--- config.mk ---
export PLATFORM = sky130hd
export DESIGN_NAME = gpio_in_capture
export DESIGN_NICKNAME = d
export VERILOG_FILES = /design/src/rtl/gpio_in_capture.sv
export SDC_FILE = /design/constraint.sdc
export NUM_CORES = 1
export LEC_CHECK = 0
export ABC_AREA = 0
export BUFFER_PORTS_ARGS = -buffer_cell sky130_fd_sc_hd__buf_2
export CORE_MARGIN = 3
export CORE_UTILIZATION = 52
export CTS_BUF_LIST = sky130_fd_sc_hd__clkbuf_8
export DETAILED_ROUTE_END_ITERATION = 8
export PLACE_DENSITY = 0.78
export SYNTH_ARGS = -nofsm -noshare
export SYNTH_HDL_FRONTEND = slang
export SYNTH_SLANG_ARGS = --single-unit
export TNS_END_PERCENT = 20
--- constraint.sdc ---
create_clock -name clk_clk -period 1.19 [get_ports clk_clk]
set_input_delay 0.119 -clock clk_clk [delete_from_list [all_inputs] [get_ports clk_clk]]
set_output_delay 0.119 -clock clk_clk [all_outputs]
set_load 0.1 [all_outputs]
--- src/rtl/gpio_in_capture.sv ---
// gpio_in_capture: Avalon-MM slave that samples external GPIO pins.
// Each pin is synchronised, debounced and edge-captured. Edges are latched
// into a write-1-to-clear register, and a maskable level interrupt is raised.
//
// Bus handshake: there is no waitrequest. avs_read and avs_write are
// single-cycle strobes that are always accepted. avs_readdata is registered
// and holds the addressed register value from the cycle avs_read was high.
// A write in that same cycle takes effect, but the read returns the pre-write
// value.
module gpio_in_capture #(
    parameter int WIDTH           = 8,
    parameter int SYNC_STAGES     = 2,
    parameter int DEBOUNCE_CYCLES = 16
) (
    input  logic             clk_clk,
    input  logic             reset_reset_n,
    input  logic [WIDTH-1:0] gpio_in,
    input  logic [1:0]       avs_address,
    input  logic             avs_read,
    input  logic             avs_write,
    input  logic [31:0]      avs_writedata,
    output logic [31:0]      avs_readdata,
    output logic             irq
);

    localparam int CNT_W = (DEBOUNCE_CYCLES > 1) ? $clog2(DEBOUNCE_CYCLES) : 1;
    localparam logic [CNT_W-1:0] CNT_MAX = CNT_W'(DEBOUNCE_CYCLES - 1);

    localparam logic [1:0] ADDR_DATA = 2'd0;
    localparam logic [1:0] ADDR_EDGE = 2'd1;
    localparam logic [1:0] ADDR_MASK = 2'd2;
    localparam logic [1:0] ADDR_SEL  = 2'd3;

    logic [WIDTH-1:0] sync_q [SYNC_STAGES];
    logic [WIDTH-1:0] sync;
    logic [WIDTH-1:0] deb;
    logic [WIDTH-1:0] deb_next;
    logic [CNT_W-1:0] cnt      [WIDTH];
    logic [CNT_W-1:0] cnt_next [WIDTH];
    logic [WIDTH-1:0] rise;
    logic [WIDTH-1:0] fall;
    logic [WIDTH-1:0] edge_q;
    logic [WIDTH-1:0] edge_set;
    logic [WIDTH-1:0] edge_clr;
    logic [WIDTH-1:0] mask_q;
    logic [WIDTH-1:0] sel_rise;
    logic [WIDTH-1:0] sel_fall;
    logic [31:0]      rd_word;
    logic             unused_writedata;

    // Upper write-data bits beyond the implemented fields are ignored.
    assign unused_writedata = ^avs_writedata;

    // Synchroniser chain: gpio_in crosses into clk_clk through SYNC_STAGES flops.
    always_ff @(posedge clk_clk or negedge reset_reset_n) begin
        if (!reset_reset_n) begin
            for (int s = 0; s < SYNC_STAGES; s++) begin
                sync_q[s] <= '0;
            end
        end else begin
            sync_q[0] <= gpio_in;
            for (int s = 1; s < SYNC_STAGES; s++) begin
                sync_q[s] <= sync_q[s-1];
            end
        end
    end

    assign sync = sync_q[SYNC_STAGES-1];

    // Debounce next-state: a new level is accepted only after it has been
    // seen for DEBOUNCE_CYCLES consecutive cycles.
    always_comb begin
        deb_next = deb;
        for (int i = 0; i < WIDTH; i++) begin
            cnt_next[i] = cnt[i];
            if (sync[i] == deb[i]) begin
                cnt_next[i] = '0;
            end else if (cnt[i] == CNT_MAX) begin
                deb_next[i] = sync[i];
                cnt_next[i] = '0;
            end else begin
                cnt_next[i] = cnt[i] + CNT_W'(1);
            end
        end
    end

    // Debounced level and per-bit stability counters.
    always_ff @(posedge clk_clk or negedge reset_reset_n) begin
        if (!reset_reset_n) begin
            deb <= '0;
            for (int i = 0; i < WIDTH; i++) begin
                cnt[i] <= '0;
            end
        end else begin
            deb <= deb_next;
            for (int i = 0; i < WIDTH; i++) begin
                cnt[i] <= cnt_next[i];
            end
        end
    end

    // Edge qualification and write-1-to-clear decode.
    always_comb begin
        rise     = deb_next & ~deb;
        fall     = ~deb_next & deb;
        edge_set = (rise & sel_rise) | (fall & sel_fall);
        edge_clr = '0;
        if (avs_write && (avs_address == ADDR_EDGE)) begin
            edge_clr = avs_writedata[WIDTH-1:0];
        end
    end

    // Edge capture: a new edge wins over a clear of the same bit.
    always_ff @(posedge clk_clk or negedge reset_reset_n) begin
        if (!reset_reset_n) begin
            edge_q <= '0;
        end else begin
            edge_q <= (edge_q & ~edge_clr) | edge_set;
        end
    end

    // MASK and SEL read/write registers.
    always_ff @(posedge clk_clk or negedge reset_reset_n) begin
        if (!reset_reset_n) begin
            mask_q   <= '0;
            sel_rise <= '0;
            sel_fall <= '0;
        end else if (avs_write) begin
            if (avs_address == ADDR_MASK) begin
                mask_q <= avs_writedata[WIDTH-1:0];
            end
            if (avs_address == ADDR_SEL) begin
                sel_rise <= avs_writedata[WIDTH-1:0];
                sel_fall <= avs_writedata[16 +: WIDTH];
            end
        end
    end

    // Read multiplexer over the current (pre-write) register values.
    always_comb begin
        rd_word = '0;
        case (avs_address)
            ADDR_DATA: rd_word[WIDTH-1:0] = deb;
            ADDR_EDGE: rd_word[WIDTH-1:0] = edge_q;
            ADDR_MASK: rd_word[WIDTH-1:0] = mask_q;
            ADDR_SEL: begin
                rd_word[WIDTH-1:0]  = sel_rise;
                rd_word[16 +: WIDTH] = sel_fall;
            end
            default: rd_word = '0;
        endcase
    end

    // Registered read data; holds its value between reads.
    always_ff @(posedge clk_clk or negedge reset_reset_n) begin
        if (!reset_reset_n) begin
            avs_readdata <= '0;
        end else if (avs_read) begin
            avs_readdata <= rd_word;
        end
    end

    // Registered level interrupt from any enabled captured edge.
    always_ff @(posedge clk_clk or negedge reset_reset_n) begin
        if (!reset_reset_n) begin
            irq <= 1'b0;
        end else begin
            irq <= |(edge_q & mask_q);
        end
    end

endmodule
==> results.toml, run 1 <==
[run_status]
status = "complete, no violations"

[detailed_routing]
wl_mm = 9.68
top_layer_used = "met4"
drcViolationCount = 0
via_count = 3195
routed-wl-met2_mm = 5.10
ant_nets = 0
first_pass_iters = 4
drt_iter0_drc = 126
wl_met1_mm = 4.00
viasPerCell = 5.42
met3_length_um = 407
wl_per_cell_um = 16.4

[floorplanning]
die_area_um2 = 10000
core.rowCount = 33
die_height_um = 100
initial_core_util_pct = 54.7
core_area_um2 = 8420
pin_count = 79
die_w_um = 100

[setup_path]
cp_cell_sequence = "ha_4 > buf_4 > a21oi_1 > o21ai_0 > a21oi_1"
arrival_ps = 1460
reg2regPathDepth = 5
worst_setup_path_start_kind = "register"
crit_path_frequent_cell = "a21oi_1"
crit_slowest_cell = "dfrtp_1"
critPathMaxFanout = 2
cpPeakStageDelay_ps = 430
crit_required_ps = 1480
critical_path_class = "register to register"
endpoint_kind = "register"

[placement]
port_buffers = 46
routabilityCongestion = 0.778
dp_hpwl_mm = 6.88
dpl_cell_area_um2 = 5420

[power]
switchingPower_mw = 2.58
p_sw_share_pct = 31.5
p_clk_share_pct = 26.2
pwr-share-comb_pct = 22.8
intPower_mw = 5.61
power_density_nw_per_um2 = 1380
vdd_drop_max_mv = 0.995
p_leak_nw = 2.75
pwr-share-seq_pct = 51.0

[run]
cap_violations = 0

[clock_tree]
clockRootBuffer = "clkbuf_8"
cts-buffers-inserted = 9
path_clk_slew_ps = 100
cts_htree_levels = 3
worstSkewPairLatency_ps = 370
clockBufferDepth = 2
cts_tree = "done"
cts_sinks = 105

[logic_synthesis]
synth_top_family_by_area = "multiplexers"
synth_common_cells = "105 x dfrtp_1, 29 x mux2_2, 26 x nand2_1"
muxShareOfSynthArea_pct = 12.4
syn-cell-area_um2 = 4610
synthSimpleGateAreaFrac_pct = 11.4
avgSynthCellArea_um2 = 12.3
synth_xor_area_share_pct = 3.04
synth_flop_cell = "dfrtp_1"
synth.area.top_cells = "dfrtp_1 57%, mux2_2 7.1%, mux2_4 3.6%"
synth_fa_ha_area_share_pct = 2.17
synth_edf_count = 0
synthCells = 374
synth_cell_types = 29
seq_area_frac_synth_pct = 57.0
synthArstFlopShare_pct = 100
synth_most_common_cell = "dfrtp_1"
yosys.area.top_type_share_pct = 57.0
synth_area_leader_cell = "dfrtp_1"
yosys_warnings = 0
synth-compound-area-share_pct = 8.03
synth-seq-cells = 105

[timing]
relSlewSlack_pct = 53.6
hold_violations = 0
period_minus_slack_ps = 1180
setup_violations = 0
rsz0062_at_grt = "true"
fin_crit_sh_pct = 98.8
maxClockFrequency_mhz = 851
worst_pin_slew_ps = 695
drv_slew = 0
finClkSkew_ps = 11.4
hold_slack_ps = 19.1

[finish]
final_area_um2 = 5930
multi_input_area_um2 = 1850
syn2layout_area_growth_pct = 28.5
fin_nets = 534
drive_gt1_share_pct = 34.2
antenna_cells = 0
ff_latch_area_um2 = 2630
nFillCells = 609

[hold_path]
hold_path_class = "input port to register"
whs_path_depth = 2

[grt]
grt_max_degree = 34
antenna_found_initial = 0
grt_usage_pct = 20.5
gr-total-overflow = 0
grt_pass1_wl_mm = 16.0
grt_pass1_vias = 3435
==> layout by cell type (no fill, tap or decap), types with 2 or more instances in the layout <==
cell type      count
xnor2_1           16
nand3b_1          16
nor2b_1            9
o21ai_1            4
conb_1            16
nand3_1            3
clkbuf_8           9
inv_1             25
nand2_1           26
o22ai_1            8
dfrtp_1          102
o21ai_0            4
dlygate4sd3_1     18
nand4b_1           8
a22oi_1            4
mux2_4            11
clkinv_2           2
mux2_2            29
a21o_1             8
buf_12            21
a21oi_2            5
ha_2               7
dfrtp_2            3
nor3b_1            7
mux2i_1            8
buf_2             28
a21oi_1           19
o221ai_1           8
nand3_2            5
buf_4             37
nor2_1             8
==> routing by layer <==
| metal | global-route usage (%) | vias to the layer above |
|---|---|---|
| met2 | 36.3 | 78 |
| li1 | - | 1487 |
| met3 | 5.07 | 17 |
| met4 | 6.74 | 0 |
| met1 | 24.3 | 1613 |
| met5 | 0 | - |
==> worst paths after layout <==
check / endpoint / slack, ps / startpoint
hold / removal: sel_rise[4]$_DFFE_PN0P_ / 20 / avs_writedata[4]
setup reg to reg: cnt[31]$_DFF_PN0_ / 10 / cnt[29]$_DFF_PN0_
max in group asynchronous: sync[1]$_DFF_PN0_ / 450 / reset_reset_n
setup / recovery: cnt[31]$_DFF_PN0_ / 10 / cnt[29]$_DFF_PN0_
min in group asynchronous: deb[6]$_DFF_PN0_ / 220 / reset_reset_n
hold reg to reg: sync[5]$_DFF_PN0_ / 360 / sync_q[13]$_DFF_PN0_
==> worst max-delay path: cells and delay by family (launching register included) <==
| kind | cells | cell delay (ps) |
|---|---|---|
| flip-flops | 1 | 430 |
| AO/OA/AOI/OAI | 3 | 340 |
| adder cells (fa/ha/maj) | 1 | 190 |
| buffers and inverters | 1 | 130 |
==> logic make-up (layout without fill, tap and decap cells) <==
family          Yosys count  after routing
other cells               1             16
flops                   105            105
buf+inv                  49            145
compound gates           60             60
mux                      48             48
simple gates             87             87
xor+xnor                 16             16
fa+ha+maj                 8              8
==> state kept, by name (all words and copies together) (netlist names) <==
signal and cells:
mask_q 8, sync_q 8, avs_readdata 16, sel_rise 8, sel_fall 8, cnt 32, irq 1, edge_q 8
sync 8, deb 8
==> power groups by stage <==
| stage | Sequential [mW] | Clock (mW) | Combinational [mW] |
|---|---|---|---|
| 2_1_floorplan | 4.57 | 0 | 0.776 |
| 3_3_place_gp | 4.21 | 0 | 1.71 |
| 3_5_place_dp | 4.23 | 0 | 1.77 |
| 4_1_cts | 4.17 | 2.21 | 1.83 |
| 5_1_grt | 4.22 | 2.36 | 1.98 |
| 6_report | 4.18 | 2.15 | 1.86 |
==> cell type report <==
type | instances | share of cell area (%)
Clock buffer | 9 | 2.09
Inverter | 24 | 1.52
Sequential cell | 105 | 44.4
Clock inverter | 7 | 1.20
Multi-Input combinational cell | 235 | 31.2
Timing Repair Buffer | 105 | 17.4
Tap cell | 105 | 2.22
==> timing repair <==
action	4_1_cts	5_1_grt
hold endpoints to repair	87	1
endpoints found under the setup margin	6	23
gates resized for setup	4	21
buffers inserted	2	4
pin swaps	2	10
hold buffers	17	1
cloned	0	0
==> metrics by stage <==
stage / power, mW / utilization (%) / setup slack, ps / TNS (ps) / std cells
global placement: 5.93 / 64.4 / 39.9 / 0 / 550
CTS: 8.20 / 69.0 / 0.456 / 0 / 585
global route: 8.56 / 70.4 / -31.0 / -93.4 / 590
detailed placement: 6.00 / 64.4 / -27.4 / -60.0 / 550
finish: 8.19 / 70.4 / 14.4 / 0 / 590
floorplan: 5.35 / - / -59.7 / -530 / 389
(Power assumes the default switching activity.)
==> run 2: changes to the inputs <==
--- a/config.mk
+++ b/config.mk
@@ -6,12 +6,14 @@
 export NUM_CORES = 1
 export LEC_CHECK = 0
 export ABC_AREA = 0
-export BUFFER_PORTS_ARGS = -buffer_cell sky130_fd_sc_hd__buf_2
+export CELL_PAD_IN_SITES_DETAIL_PLACEMENT = 1
+export CELL_PAD_IN_SITES_GLOBAL_PLACEMENT = 1
 export CORE_MARGIN = 3
-export CORE_UTILIZATION = 52
+export CORE_UTILIZATION = 47
 export CTS_BUF_LIST = sky130_fd_sc_hd__clkbuf_8
 export DETAILED_ROUTE_END_ITERATION = 8
-export PLACE_DENSITY = 0.78
+export DONT_BUFFER_PORTS = 1
+export PLACE_DENSITY_LB_ADDON = 0.1
 export SYNTH_ARGS = -nofsm -noshare
 export SYNTH_HDL_FRONTEND = slang
 export SYNTH_SLANG_ARGS = --single-unit
==> run 2 against run 1 <==
The flow now finishes with violations (hold timing). Non-clock buffer count decreased by 32. Register-to-register slack about the same. Final cell count decreased by 1.4%. Maximum frequency increased by 0.82%. Critical path type unchanged. Largest cell class unchanged. Highest routed layer unchanged.
==> results.toml, run 2 (synthesized netlist as in run 1, its figures left out) <==
[timing]
hold_violations = 121
setup_violations = 0
period_minus_slack_ps = 1170
maxClockFrequency_mhz = 858
fin_crit_sh_pct = 98.0
worst_pin_slew_ps = 755
rsz0062_at_grt = "true"
relSlewSlack_pct = 49.6
hold_slack_ps = -562
finClkSkew_ps = 13.7
drv_slew = 0

[detailed_routing]
wl_mm = 9.75
drt_iter0_drc = 99
via_count = 3057
ant_nets = 0
drcViolationCount = 0
viasPerCell = 5.25
wl_per_cell_um = 16.7
first_pass_iters = 4

[setup_path]
cpPeakStageDelay_ps = 420
crit_path_frequent_cell = "a21oi_1"
crit_slowest_cell = "dfrtp_1"
reg2regPathDepth = 5
arrival_ps = 1460
endpoint_kind = "register"
critPathMaxFanout = 3
worst_setup_path_start_kind = "register"
cp_cell_sequence = "ha_2 > buf_4 > a21oi_1 > o21ai_0 > a21oi_1"
crit_required_ps = 1480
critical_path_class = "register to register"

[grt]
antenna_found_initial = 0
grt_usage_pct = 18.4
gr-total-overflow = 0
grt_pass1_wl_mm = 16.2
grt_pass1_vias = 3260
grt_max_degree = 106

[clock_tree]
worstSkewPairLatency_ps = 360
cts-buffers-inserted = 9
path_clk_slew_ps = 100
clockRootBuffer = "clkbuf_8"
cts_tree = "done"
cts_htree_levels = 3
cts_hold_buf = 25
cts_sinks = 105
clockBufferDepth = 2

[power]
p_leak_nw = 2.54
vdd_drop_max_mv = 0.702
power_density_nw_per_um2 = 1390

[finish]
ff_latch_area_um2 = 2630
drive_gt1_share_pct = 28.0
nFillCells = 990
final_cell_mix = "102 x dfrtp_1, 35 x buf_4, 29 x mux2_2"
syn2layout_area_growth_pct = 20.4
final_area_um2 = 5550
top_regs = "cnt x32, avs_readdata x16"
antenna_cells = 0
fin_nets = 502
largest_register_ffs = 32
regMostFlops = "cnt"
fin_cells = 582
multi_input_area_um2 = 1830
mostFrequentLayoutCell = "dfrtp_1"

[hold_path]
hold_path_class = "input port to asynchronous set/reset pin"

[run_status]
status = "finished, violations left"
violations = "hold timing"

[placement]
dpl_cell_area_um2 = 4960
port_buffers = 0
dp_cells = 534
routabilityCongestion = 0.736
dp_hpwl_mm = 6.47

[floorplanning]
pin_count = 79
core.rowCount = 35
die_height_um = 105
initial_core_util_pct = 49.2
core_area_um2 = 9370
die_area_um2 = 11000
die_w_um = 105

[run]
cap_violations = 0
[run 2: cell count changes in the layout (fill, tap and decap cells not counted), sizes merged]
cell | previous run | this run
bufinv | 1 | 0
buf | 87 | 48
clkinv | 3 | 5
clkinvlp | 1 | 0
dlygate4sd3 | 18 | 25
[run 2: power by group]
group | switching [mW] | internal [mW] | total (mW)
Sequential | 0.261 | 3.88 | 4.14
Combinational | 0.991 | 0.575 | 1.57
Clock | 1.25 | 0.781 | 2.03
[run 2: worst paths after layout]
check,from,end,slack [ps]
worst max-delay path,cnt[5]$_DFF_PN0_,cnt[7]$_DFF_PN0_,20
worst min-delay path,reset_reset_n,cnt[7]$_DFF_PN0_,-560
worst max register to register,cnt[5]$_DFF_PN0_,cnt[7]$_DFF_PN0_,20
worst min register to register,sync_q[14]$_DFF_PN0_,sync[6]$_DFF_PN0_,340
max in group asynchronous,reset_reset_n,avs_readdata[1]$_DFFE_PN0P_,1610
min in group clk_clk,avs_read,avs_readdata[19]$_DFFE_PN0P_,-150
[run 2: through the flow]
step | power, mW | util, % | hold WS, ps | setup WS (ps) | TNS [ps]
2_1_floorplan | 5.35 | - | -177 | -59.7 | -530
3_3_place_gp | 5.55 | 52.9 | -173 | 56.2 | 0
3_5_place_dp | 5.59 | 52.9 | -173 | -3.16 | -4.71
4_1_cts | 7.76 | 57.9 | -585 | -3.89 | -3.89
5_1_grt | 8.11 | 59.2 | -604 | -28.6 | -83.1
6_report | 7.73 | 59.2 | -562 | 23.9 | 0
[run 2: repair_timing]
| action | CTS | global route |
|---|---|---|
| buffers inserted | 3 | 4 |
| gates resized for setup | 5 | 31 |
| setup endpoints to repair | 7 | 33 |
| hold endpoints to repair | 161 | 121 |
| pin swaps | 1 | 7 |
[run 2: worst max-delay path: cells and delay by family (launching register included)]
kind / cells / cell delay (ps)
DFF: 1 / 420
adders and majority gates: 1 / 200
AOI/OAI and AO/OA: 3 / 350
buffers and inverters: 1 / 140
[run 2: cell type report]
| class | instances | area share [%] |
|---|---|---|
| Sequential cell | 105 | 47.4 |
| Multi-Input combinational cell | 235 | 33.0 |
| Timing Repair Buffer | 73 | 11.9 |
| Tap cell | 129 | 2.91 |
| Clock buffer | 9 | 2.23 |
| Inverter | 24 | 1.62 |
| Clock inverter | 7 | 0.947 |
[run 2: routing by layer]
| metal | share of wire [%] | vias to the layer above | GRT usage, % |
|---|---|---|---|
| met1 | 44 | 1568 | 23.6 |
| met4 | 1.1 | 0 | 4.78 |
| li1 | - | 1428 | - |
| met3 | 4.7 | 9 | 4.76 |
| met2 | 50 | 52 | 31.2 |
| met5 | 0 | - | 0 |
==> run 3: changes to the inputs <==
--- a/config.mk
+++ b/config.mk
@@ -6,13 +6,13 @@
 export NUM_CORES = 1
 export LEC_CHECK = 0
 export ABC_AREA = 0
+export BUFFER_PORTS_ARGS = -buffer_cell sky130_fd_sc_hd__buf_2
 export CELL_PAD_IN_SITES_DETAIL_PLACEMENT = 1
 export CELL_PAD_IN_SITES_GLOBAL_PLACEMENT = 1
 export CORE_MARGIN = 3
-export CORE_UTILIZATION = 47
+export CORE_UTILIZATION = 42
 export CTS_BUF_LIST = sky130_fd_sc_hd__clkbuf_8
 export DETAILED_ROUTE_END_ITERATION = 8
-export DONT_BUFFER_PORTS = 1
 export PLACE_DENSITY_LB_ADDON = 0.1
 export SYNTH_ARGS = -nofsm -noshare
 export SYNTH_HDL_FRONTEND = slang
==> run 3 against run 2 <==
The run ends with setup timing left. Sequential power barely moved. Count of clock-buffer cells in the layout is 1 higher. Non-clock buffer count is 35 higher. Hold slack improved by 590 ps. Critical path depth did not move. Design area is 8.7% higher. Global-route usage fell by 0.40 points. Register-to-register slack got worse by 50 ps. First-iteration DRC count rose by 19%. Via count grew 4.0%.
==> results.toml, run 3 (synthesized netlist as in run 1, its figures left out) <==
[timing]
period_minus_slack_ps = 1210
fin_crit_sh_pct = 102
fin_tns_setup_ps = -24.1
relSlewSlack_pct = 49.1
finClkSkew_ps = 10.6
hold_violations = 0
setup_violations = 1
maxClockFrequency_mhz = 824
worst_pin_slew_ps = 762
rsz0062_at_grt = "true"
setup_ws_ps = -24.1
drv_slew = 0

[grt]
grt_usage_pct = 18.0
gr-total-overflow = 0
grt_pass1_wl_mm = 17.9
grt_pass1_vias = 3512
antenna_found_initial = 0
grt_max_degree = 31

[setup_path]
endpoint_kind = "register"
reg2regPathDepth = 5
critical_path_class = "register to register"
arrival_ps = 1510
regToRegStartpoint = "cnt[25]$_DFF_PN0_"
worst_setup_path_start_kind = "register"
crit_required_ps = 1490
endpoint = "cnt[27]$_DFF_PN0_"
setup.worst_path.start = "cnt[25]$_DFF_PN0_"
ff2ff_setup_slack_ps = -20
critPathMaxFanout = 3
r2r-end = "cnt[27]$_DFF_PN0_"

[power]
finalPower_mw = 8.32
p_clk_share_pct = 26.9
vdd_drop_max_mv = 0.677
p_sw_share_pct = 31.8
power_density_nw_per_um2 = 1380
pwr-share-comb_pct = 23.0
switchingPower_mw = 2.64
pwr-share-seq_pct = 50.2
p_leak_nw = 2.77
intPower_mw = 5.67

[finish]
mostFrequentLayoutCell = "dfrtp_1"
syn2layout_area_growth_pct = 30.9
fin_nets = 537
final_area_um2 = 6030
antenna_cells = 0
drive_gt1_share_pct = 35.9
nFillCells = 1080
largest_register_ffs = 32
final_cell_mix = "102 x dfrtp_1, 39 x buf_4, 29 x mux2_2"
fin_cells = 624
top_regs = "cnt x32, avs_readdata x16"
regMostFlops = "cnt"

[run]
cap_violations = 0

[floorplanning]
die_area_um2 = 12300
initial_core_util_pct = 43.9
pin_count = 79
die_height_um = 111
die_w_um = 111
core_area_um2 = 10500
core.rowCount = 37

[placement]
post-place-ws_ps = -69.4
routabilityCongestion = 0.733
port_buffers = 46
dpl_cell_area_um2 = 5490
dp_cells = 582
dp_hpwl_mm = 7.64

[clock_tree]
cts_htree_levels = 3
worstSkewPairLatency_ps = 370
clockBufferDepth = 2
cts_tree = "done"
clockRootBuffer = "clkbuf_8"
cts-buffers-inserted = 9
path_clk_slew_ps = 110
cts_sinks = 105

[detailed_routing]
via_count = 3179
drt_iter0_drc = 118
viasPerCell = 5.09
wl_per_cell_um = 17.3
ant_nets = 0
drcViolationCount = 0
first_pass_iters = 6
wl_mm = 10.8

[hold_path]
hold_path_class = "input port to register"
min_from = "avs_writedata[3]"

[run_status]
status = "finished, violations left"
violations = "setup timing"
run 3: cell count changes in the layout (fill, tap and decap cells not counted), sizes merged:
| cell | delta |
|---|---|
| buf | +43 |
| bufinv | +1 |
| clkbuf | +1 |
| clkinv | -5 |
| clkinvlp | +3 |
| dlygate4sd3 | -8 |
run 3: critical path: stages (launching register included):
cell	delay (ps)
dfrtp_1	430
ha_2	200
buf_4	140
a21oi_2	90
o21ai_0	100
a21oi_1	170
run 3: how the worst min path moves through the flow:
stage	end	cells after the start	slack (ps)
detailed placement	cnt[5]$_DFF_PN0_	1	40
global placement	cnt[6]$_DFF_PN0_	1	40
floorplan	avs_readdata[0]$_DFFE_PN0P_	0	-180
finish	sel_rise[3]$_DFFE_PN0P_	2	20
CTS	sel_rise[5]$_DFFE_PN0P_	2	10
global route	sel_rise[5]$_DFFE_PN0P_	2	10
run 3: per-layer routing:
layer	vias to the layer above	GRT usage [%]	part of all wire (%)
li1	1493	-	-
met1	1619	23.8	46
met2	57	29.7	50
met3	10	3.88	2.8
met4	0	5.83	1.0
met5	-	0	0
run 3: timing repair:
action                                  in CTS  in global routing
gates resized for setup                      5                 28
pin swaps                                    2                 12
endpoints found under the setup margin      10                 26
buffers inserted                             2                  7
hold buffers                                17                  0
endpoints found under the hold margin      121                  0
run 3: area by class of cell:
cell class / instances / area [µm²] / share of cell area (%)
sequential: 105 / 2630 / 43.6
multi-input combinational: 235 / 1870 / 31.0
timing repair buffer: 108 / 1070 / 17.8
tap: 136 / 170 / 2.82
clock buffer: 10 / 138 / 2.28
inverter: 24 / 90.1 / 1.49
clock inverter: 6 / 60.1 / 0.995
run 3: per-stage QoR:
stage | hold WS [ps] | utilization (%)
floorplan | -177 | -
CTS | 10.5 | 56.0
global route | 12.0 | 57.4
detailed placement | 36.6 | 52.3
global placement | 40.8 | 52.3
finish | 24.0 | 57.4
run 3: power by group through the flow:
stage               Sequential (mW)  Clock [mW]  Combinational (mW)
floorplan                      4.57           0               0.776
global placement               4.23           0                1.74
detailed placement             4.24           0                1.79
CTS                            4.17        2.31                1.85
global route                   4.22        2.46                2.03
finish                         4.17        2.24                1.91
